===== src/rtl/audio_sample_fifo_pkg.sv =====
// Shared definitions for the audio sample front end.
//   CODEC_WIDTH  : width of one codec channel sample (signed)
//   SAMPLE_WIDTH : width of the DFT input sample (signed)
//   SUM_WIDTH    : width of the left+right channel sum (cannot overflow)
//   state_e      : codec read sequencer states
//   sat_narrow() : clamps a signed channel sum to the signed sample range
package CCHW;

    localparam int unsigned CODEC_WIDTH  = 24;
    localparam int unsigned SAMPLE_WIDTH = 16;
    localparam int unsigned SUM_WIDTH    = CODEC_WIDTH + 1;

    typedef enum logic [1:0] {
        IDLE   = 2'd0,
        READ   = 2'd1,
        SETTLE = 2'd2
    } state_e;

    localparam logic signed [SUM_WIDTH-1:0] SAMPLE_MAX = 25'sh0007FFF;
    localparam logic signed [SUM_WIDTH-1:0] SAMPLE_MIN = 25'sh1FF8000;

    function automatic logic [SAMPLE_WIDTH-1:0] sat_narrow(
        input logic signed [SUM_WIDTH-1:0] v
    );
        if (v > SAMPLE_MAX) begin
            return 16'h7FFF;
        end else if (v < SAMPLE_MIN) begin
            return 16'h8000;
        end else begin
            return v[SAMPLE_WIDTH-1:0];
        end
    endfunction

endpackage


===== src/rtl/audio_sample_fifo_sample_fifo.sv =====
// sample_fifo: synchronous showahead FIFO.
//   clk, rst_n : clock, asynchronous active-low reset
//   push_i     : write data_i (accepted when not full, or when popping)
//   pop_i      : remove head (ignored when empty)
//   data_o     : registered head entry
//   full_o     : occupancy equals DEPTH
//   empty_o    : registered, low when at least one entry is held
//   level_o    : current occupancy, 0..DEPTH
module sample_fifo
#(
    parameter int unsigned WIDTH = 16,
    parameter int unsigned DEPTH = 8
)
(
    input  logic                       clk,
    input  logic                       rst_n,
    input  logic                       push_i,
    input  logic                       pop_i,
    input  logic [WIDTH-1:0]           data_i,
    output logic [WIDTH-1:0]           data_o,
    output logic                       full_o,
    output logic                       empty_o,
    output logic [$clog2(DEPTH):0]     level_o
);

    localparam int unsigned AW = $clog2(DEPTH);
    localparam int unsigned LW = AW + 1;

    logic [WIDTH-1:0] mem_q [DEPTH];
    logic [AW-1:0]    rd_q, rd_d;
    logic [AW-1:0]    wr_q, wr_d;
    logic [LW-1:0]    count_q, count_d;
    logic [WIDTH-1:0] head_q, head_d;
    logic             empty_q, empty_d;
    logic             pop_ok, push_ok;

    assign pop_ok  = pop_i && (count_q != '0);
    // A pop in the same cycle frees a slot, so a full FIFO still accepts.
    assign push_ok = push_i && ((count_q != LW'(DEPTH)) || pop_ok);

    always_comb begin
        rd_d    = rd_q;
        wr_d    = wr_q;
        count_d = count_q;
        head_d  = head_q;
        if (pop_ok) begin
            rd_d = rd_q + 1'b1;
        end
        if (push_ok) begin
            wr_d = wr_q + 1'b1;
        end
        unique case ({push_ok, pop_ok})
            2'b10:   count_d = count_q + 1'b1;
            2'b01:   count_d = count_q - 1'b1;
            default: count_d = count_q;
        endcase
        // Head register: next entry comes from memory, or straight from the
        // write port when the FIFO is (or is about to be) otherwise empty.
        // When full, the incoming write lands in the slot being vacated, never
        // in rd_q+1, so the memory read below is always the older entry.
        if (pop_ok) begin
            if (count_q > LW'(1)) begin
                head_d = mem_q[rd_q + 1'b1];
            end else if (push_ok) begin
                head_d = data_i;
            end
        end else if (push_ok && (count_q == '0)) begin
            head_d = data_i;
        end
        empty_d = (count_d == '0);
    end

    always_ff @(posedge clk) begin
        if (push_ok) begin
            mem_q[wr_q] <= data_i;
        end
    end

    always_ff @(posedge clk or negedge rst_n) begin
        if (!rst_n) begin
            rd_q    <= '0;
            wr_q    <= '0;
            count_q <= '0;
            head_q  <= '0;
            empty_q <= 1'b1;
        end else begin
            rd_q    <= rd_d;
            wr_q    <= wr_d;
            count_q <= count_d;
            head_q  <= head_d;
            empty_q <= empty_d;
        end
    end

    assign data_o  = head_q;
    assign full_o  = (count_q == LW'(DEPTH));
    assign empty_o = empty_q;
    assign level_o = count_q;

endmodule


===== src/rtl/audio_sample_fifo.sv =====
// audio_sample_fifo: codec read sequencer + L/R sum/scale + sample FIFO.
//   clk            : system clock
//   rst            : asynchronous active-low reset
//   readReady      : codec has a sample; readDataLeft/Right valid while high
//   readDataLeft   : 24-bit signed left sample
//   readDataRight  : 24-bit signed right sample
//   codecRead      : single-cycle pop strobe to the codec
//   sampleOut      : 16-bit signed FIFO head, valid when sampleValid
//   sampleValid    : FIFO not empty
//   sampleTake     : consumer pops head when sampleValid && sampleTake
//   fillLevel      : FIFO occupancy
//   overflowCount  : saturating count of samples dropped on a full FIFO
// Build option: AUDIO_FIFO_SAT_EN clamps out-of-range scaled samples to
// 0x7FFF/0x8000; without it the scaled sum is truncated (wraps).
module audio_sample_fifo
    import CCHW::*;
#(
    parameter int unsigned DEPTH = 8,
    parameter int unsigned SHIFT = 8
)
(
    input  logic                         clk,
    input  logic                         rst,
    input  logic                         readReady,
    input  logic [CODEC_WIDTH-1:0]       readDataLeft,
    input  logic [CODEC_WIDTH-1:0]       readDataRight,
    output logic                         codecRead,
    output logic [SAMPLE_WIDTH-1:0]      sampleOut,
    output logic                         sampleValid,
    input  logic                         sampleTake,
    output logic [$clog2(DEPTH):0]       fillLevel,
    output logic [15:0]                  overflowCount
);

    state_e                    state_q, state_d;
    logic [SAMPLE_WIDTH-1:0]   sample_q, sample_d;
    logic                      codec_read_q, codec_read_d;
    logic [15:0]               ovf_q, ovf_d;

    logic signed [SUM_WIDTH-1:0] sum;
    logic signed [SUM_WIDTH-1:0] scaled;
    logic [SAMPLE_WIDTH-1:0]     converted;

    logic push, pop, drop, fifo_full, fifo_empty;

    assign sum    = {readDataLeft[CODEC_WIDTH-1], readDataLeft}
                  + {readDataRight[CODEC_WIDTH-1], readDataRight};
    assign scaled = sum >>> SHIFT;

    always_comb begin
`ifdef AUDIO_FIFO_SAT_EN
        converted = sat_narrow(scaled);
`else
        converted = scaled[SAMPLE_WIDTH-1:0];
`endif
    end

    always_comb begin
        state_d  = state_q;
        sample_d = sample_q;
        unique case (state_q)
            IDLE: begin
                if (readReady) begin
                    sample_d = converted;
                    state_d  = READ;
                end
            end
            READ:    state_d = SETTLE;
            SETTLE:  state_d = IDLE;
            default: state_d = IDLE;
        endcase
        // Strobe register tracks "next state is READ" so the pulse is a flop
        // output aligned exactly with the READ cycle.
        codec_read_d = (state_d == READ);
    end

    assign push = (state_q == READ);
    assign pop  = sampleValid && sampleTake;
    assign drop = push && fifo_full && !pop;

    always_comb begin
        ovf_d = ovf_q;
        if (drop && (ovf_q != '1)) begin
            ovf_d = ovf_q + 16'd1;
        end
    end

    always_ff @(posedge clk or negedge rst) begin
        if (!rst) begin
            state_q      <= IDLE;
            sample_q     <= '0;
            codec_read_q <= 1'b0;
            ovf_q        <= '0;
        end else begin
            state_q      <= state_d;
            sample_q     <= sample_d;
            codec_read_q <= codec_read_d;
            ovf_q        <= ovf_d;
        end
    end

    sample_fifo #(
        .WIDTH (SAMPLE_WIDTH),
        .DEPTH (DEPTH)
    ) u_fifo (
        .clk     (clk),
        .rst_n   (rst),
        .push_i  (push),
        .pop_i   (pop),
        .data_i  (sample_q),
        .data_o  (sampleOut),
        .full_o  (fifo_full),
        .empty_o (fifo_empty),
        .level_o (fillLevel)
    );

    assign sampleValid   = !fifo_empty;
    assign codecRead     = codec_read_q;
    assign overflowCount = ovf_q;

endmodule


===== config.mk =====
export PLATFORM = sky130hd
export DESIGN_NAME = audio_sample_fifo
export DESIGN_NICKNAME = d
export VERILOG_FILES = /design/src/rtl/audio_sample_fifo_pkg.sv /design/src/rtl/audio_sample_fifo_sample_fifo.sv /design/src/rtl/audio_sample_fifo.sv
export SDC_FILE = /design/constraint.sdc
export NUM_CORES = 1
export LEC_CHECK = 0
export ABC_AREA = 1
export ABC_CLOCK_PERIOD_IN_PS = 2300
export CORE_ASPECT_RATIO = 0.5
export CORE_UTILIZATION = 50
export CTS_CLUSTER_SIZE = 10
export DETAILED_ROUTE_END_ITERATION = 16
export PLACE_DENSITY = 0.82
export SYNTH_ARGS = -nofsm -noshare
export SYNTH_HDL_FRONTEND = slang
export SYNTH_SLANG_ARGS = --single-unit

===== constraint.sdc =====
create_clock -name clk -period 2.3 [get_ports clk]
set_input_delay 0.69 -clock clk [delete_from_list [all_inputs] [get_ports clk]]
set_output_delay 0.69 -clock clk [all_outputs]
set_load 0.05 [all_outputs]

# Word level (Yosys, flattened, before mapping)
# Memories as Yosys holds them, arrays and structs flattened.
# Index checks and enable logic that the tools add are counted.
# totals
reg_bits	62
latch_bits	0
ramBits	128
mem_bits_ro	0
inputBits	52
output_inout_bits	38
wordCells	51
mem_count	1
# classes
n_addsub	6
n_mul	0
n_div	0
n_lt_le_gt_ge	1
eq_ne	8
n_shift	0
muxes	9
bitwise_logic	0
reduce_logical	17
# mem_list
memory	depth	word_bits	rd	rd_clocked_by_memory_dff	write_ports	line	source
u_fifo.mem_q	8	16	1	0	1	audio_sample_fifo_sample_fifo.sv:29	logic [WIDTH-1:0] mem_q [DEPTH];
# ops
operator	n
2-to-1 mux 16 bit	4
adder 24 bit	1
adder 16 x 1 -> 16 bit, second input constant	1
inequality test 16 bit, second input constant	1
zero test 4 bit	2
one-hot mux 4 bit (2 select lines)	1
logical AND 1 bit	7
adder 3 x 1 -> 3 bit, second input constant	2
equality test 2 x 1 -> 1 bit, second input constant	3
adder 4 x 1 -> 4 bit, second input constant	1
equality test 4 bit, second input constant	1
> comparator 4 x 1 -> 1 bit, second input constant	1
inequality test 4 bit, second input constant	1
one-hot mux 2 bit (2 select lines)	1
AND reduction 2 bit	2
nonzero test 4 bit	1
subtractor 4 x 1 -> 4 bit, second input constant	1
inequality test 3 bit, second input constant	1
equality test 2 bit, second input constant	1
zero test 1 bit	2
zero test 2 bit	1
2-to-1 mux 1 bit	2
2-to-1 mux 2 bit	1
nonzero test 2 bit	1
logical OR 1 bit	1

# Depth between registers and ports, before layout
# logic_depth
ltp_word	8
depth_mapped	15

# Modules after synthesis
# From an unflattened synthesis, not the netlist that was laid out.
# hier_totals
hier_cells	1228
hier_area_um2	10337.4
# by_module_without_submodules
module	instances	cells_per_inst	area_per_inst_um2	seq_area_each_um2
sample_fifo	1	698	7110.6	4520.6
audio_sample_fifo	1	530	3226.8	875.8

# Worst setup path after synthesis
# Ideal clock, no wire load.
# synth_timing
path_type	reg2reg
startpoint	register u_fifo.count_q[0], in the netlist u_fifo.level_o[0]
endpoint	memory u_fifo.mem_q[0][0], enable pin
t_arrival_ns	2.437
t_required_ns	1.912
path_slack_ns	-0.526
path_stages_with_launch	9
cell_sequence	dfrtp_1 inv_1 ha_1 nand2_2 nand2_4 nand2_2 nand2_2 or2_1 nor2_1
# synth_between
elab_chain_cells	6
elab_cells_between_ends	7
cone_classes	eq/ne: 1; mux: 2; reduce/logical: 4
# synth_lines
element	line	source
start, declared	audio_sample_fifo_sample_fifo.sv:32	logic [LW-1:0] count_q, count_d;
start signal, assigned	audio_sample_fifo_sample_fifo.sv:89	count_q <= count_d;
nonzero test 4 bit	audio_sample_fifo_sample_fifo.sv:37	assign pop_ok = pop_i && (count_q != '0);
logical AND 1 bit	audio_sample_fifo_sample_fifo.sv:37	
logical OR 1 bit *	audio_sample_fifo_sample_fifo.sv:39	assign push_ok = push_i && ((count_q != LW'(DEPTH)) || pop_ok);
logical AND 1 bit *	audio_sample_fifo_sample_fifo.sv:39	
2-to-1 mux 1 bit *	audio_sample_fifo_sample_fifo.sv:74	if (push_ok) begin
2-to-1 mux 1 bit (implied by the code) *	audio_sample_fifo_sample_fifo.sv:75	mem_q[wr_q] <= data_i;
end, declared	audio_sample_fifo_sample_fifo.sv:29	
# Every way passes the cells marked *; elsewhere a longest branch is shown, timed or not.

# Final worst setup path
# layout_timing
startpoint	register u_fifo.head_q[7], in the netlist u_fifo.data_o[7]
endpoint	output sampleOut[7]
# layout_rtl
element	line	source
start, declared	audio_sample_fifo_sample_fifo.sv:33	logic [WIDTH-1:0] head_q, head_d;
start signal, assigned	audio_sample_fifo_sample_fifo.sv:84	head_q <= '0;
start signal, assigned	audio_sample_fifo_sample_fifo.sv:90	head_q <= head_d;
end, declared	audio_sample_fifo.sv:28	output logic [SAMPLE_WIDTH-1:0] sampleOut,
# No word-level cell between the ends.

==> metrics <==
Slew @ Worst Pin=0.704 ns; Max clock buf depth=2; initial cell density of the core=0.514; kind of critical path=flop to output pin; die height=99.6 um; YS warnings=0; DR iter-0 viols=879; Routed Antenna Nets=0; EDFF count, synth=128; Final Slew Violations=0; worst-path fanout max=2; I/O pin count=90; Crit-path slowest cell=clkdlybuf4s50_1; register area share after synthesis=0.566; routed vias/inst=5.45; Syn Area/Cell=9.27 um^2; P per Cell Area=1180 nW/um^2; Achievable Freq=0.438 GHz; crit start category=flop; 1st-pass router iterations=5; WL/cell=16.6 um; Cells after Synth=1028; RSZ-0062 raised after global routing=yes; vias in the first global route=7536; slowest stage delay, CP=0.81 ns; Total Wirelength=23900 um; Worst VDD drop=0.000687 V; worst slack, placed=-0.357 ns; Tot Pwr=13.9 mW; IO Port Bufs=89; crit-path cells=clkdlybuf4s50_1; die width=197 um; clk slew on worst S/H paths=0.07 ns; first-pass GRT wire length=38000 um; CTS tree=yes; Final Hold Slack=0.230 ns; antenna diode count=0; crit path DAT=1.59 ns; initial antenna violation count=0; grt ovf=0; Layout Nets=1250; reg2reg start=u_fifo.rd_q[0]; Die Area=19600 um^2; top_reg_cell synth=edfxtp_1; CP Buf/Inv Count=1; final core area utilization=0.637; synth unique cells=35; DRC viols=0; # Max-Cap Violations=0; post-synthesis to final-layout area growth=24.0%; WP data required=1.61 ns; Num CTS Buffers=17; layout cells sized above 1=0.136; Hold WC Path Type=input port to asynchronous set/reset pin; worst-skew pair later-pin latency=0.43 ns; crit-path leading delay family=buffers and inverters; relative slew slack=0.530; status=complete, no violations; Total Neg Setup Slack=0 ns; H-tree depth reported by CTS=4; largest net degree at the start of global routing=65; Syn Std Cell Area=9530 um^2; core area=18500 um^2; Row Count=35; routability cong.=0.912; hpwl dp=16400 um; Pleak=5.05 nW; Final period util=0.992; clk_skew=0.00838 ns; Mapped Nets=1111; worst setup slack after layout=0.0178 ns; crit path from=u_fifo.data_o[7]; Hold Vio Cnt, Final=0; critical path capture point type=output pin; number of hold buffers added after cts=0; GR Util All Layers=0.251; clock net sink count=190; routed via count=7843; fin crit period=2.28 ns; setup violation total in the final timing report=0; fraction of registers with async set/reset=0.326; Root Buffer=clkbuf_16; FF+latch count, synth=190
cells in the mapped netlist (all sizes together), types with 2 or more instances:
cell      n  area, um^2
or2       3        18.8
clkbuf   14        52.6
inv     125         472
nor2    149         564
xor2     17         149
nand2   234         906
edfxtp  128        3840
nand4    11        68.8
nor3     17         110
buf      16        97.6
o21ai    81         405
o211ai   33         248
dfrtp    61        1530
o221ai    2        17.5
nand3    35         175
nand3b    2        15.0
ha       31         388
xnor2     3        26.3
a21oi    47         303
o22ai    15        93.8
flip-flops by register name, summed over array words and instances, names as in the netlist:
signal and cells:
u_fifo.level_o 4, overflowCount 16, u_fifo.empty_o 1, codecRead 1, u_fifo.rd_q 3, sample_q 16
state_q 2, u_fifo.mem_q 128, u_fifo.wr_q 3, u_fifo.data_o 16
worst reg2reg max path: cells and delay by family, from the launching register on:
kind            cells  cell delay [ns]
flops               1             0.42
fa+ha+maj           1             0.26
compound gates      3             0.52
buf+inv             1             0.46
xor+xnor            1             0.43
area by class of cell:
cell class,instances,area [um^2]
Clock buffer,22,454
Clock inverter,10,91.3
Fill cell,1346,6720
Inverter,125,478
Multi-Input combinational cell,683,3600
Sequential cell,190,5400
Tap cell,259,324
Timing Repair Buffer,149,1460
Timing Repair inverter,1,7.51
per-layer routing:
metal | global-route usage | up-vias | share of wire
met5 | 0 | - | 0
met4 | 0.0894 | 0 | 0.021
met3 | 0.0437 | 50 | 0.071
met2 | 0.406 | 370 | 0.46
met1 | 0.342 | 3708 | 0.44
li1 | - | 3715 | -
cells by family after synthesis:
family / synth area share
fa+ha+maj: 0.0407
flops: 0.566
buf+inv: 0.0653
compound gates: 0.113
xor+xnor: 0.0184
simple gates: 0.196
cell usage in the layout, fill, tap and decap left out, types with 33 or more instances in the layout:
cell type          n
o211ai_1          33
nor2_1           136
buf_4             61
clkdlybuf4s50_1   53
o21ai_0           78
inv_1            116
nand2_1          226
dfrtp_1           59
edfxtp_1         128
nand3_1           35
worst paths after layout:
| kind | to | slack (ns) | depth (start not counted) |
|---|---|---|---|
| max | sampleOut[7] | 0.02 | 1 |
| min in group clk | state_q[1] | 0.47 | 1 |
| max reg2reg | u_fifo.data_o[0] | 0.15 | 6 |
| min reg2reg | state_q[1] | 0.47 | 1 |
| min | u_fifo.data_o[0] | 0.23 | 1 |
| max in group asynchronous | u_fifo.empty_o | 1.40 | 2 |
what timing repair did:
item                                    CTS  global route
buffers inserted                          0             1
cloned                                    0             1
pin swaps                                 0             2
resized for setup                        16            19
endpoints found under the setup margin   15            29
power breakdown:
part	switching (mW)	internal, mW	total [mW]	leakage, nW
logic	4.12	2.02	6.14	2.90
clock network	1.25	1.52	2.77	0.244
registers	0.592	4.43	5.02	1.91
through the flow:
stage	cells	cell area [um^2]
6_report	1439	11800
5_1_grt	1439	11800
4_1_cts	1437	11800
3_5_place_dp	1405	11200
3_3_place_gp	1405	11200
2_1_floorplan	1028	9590
Power figures use the tool's default switching activity.
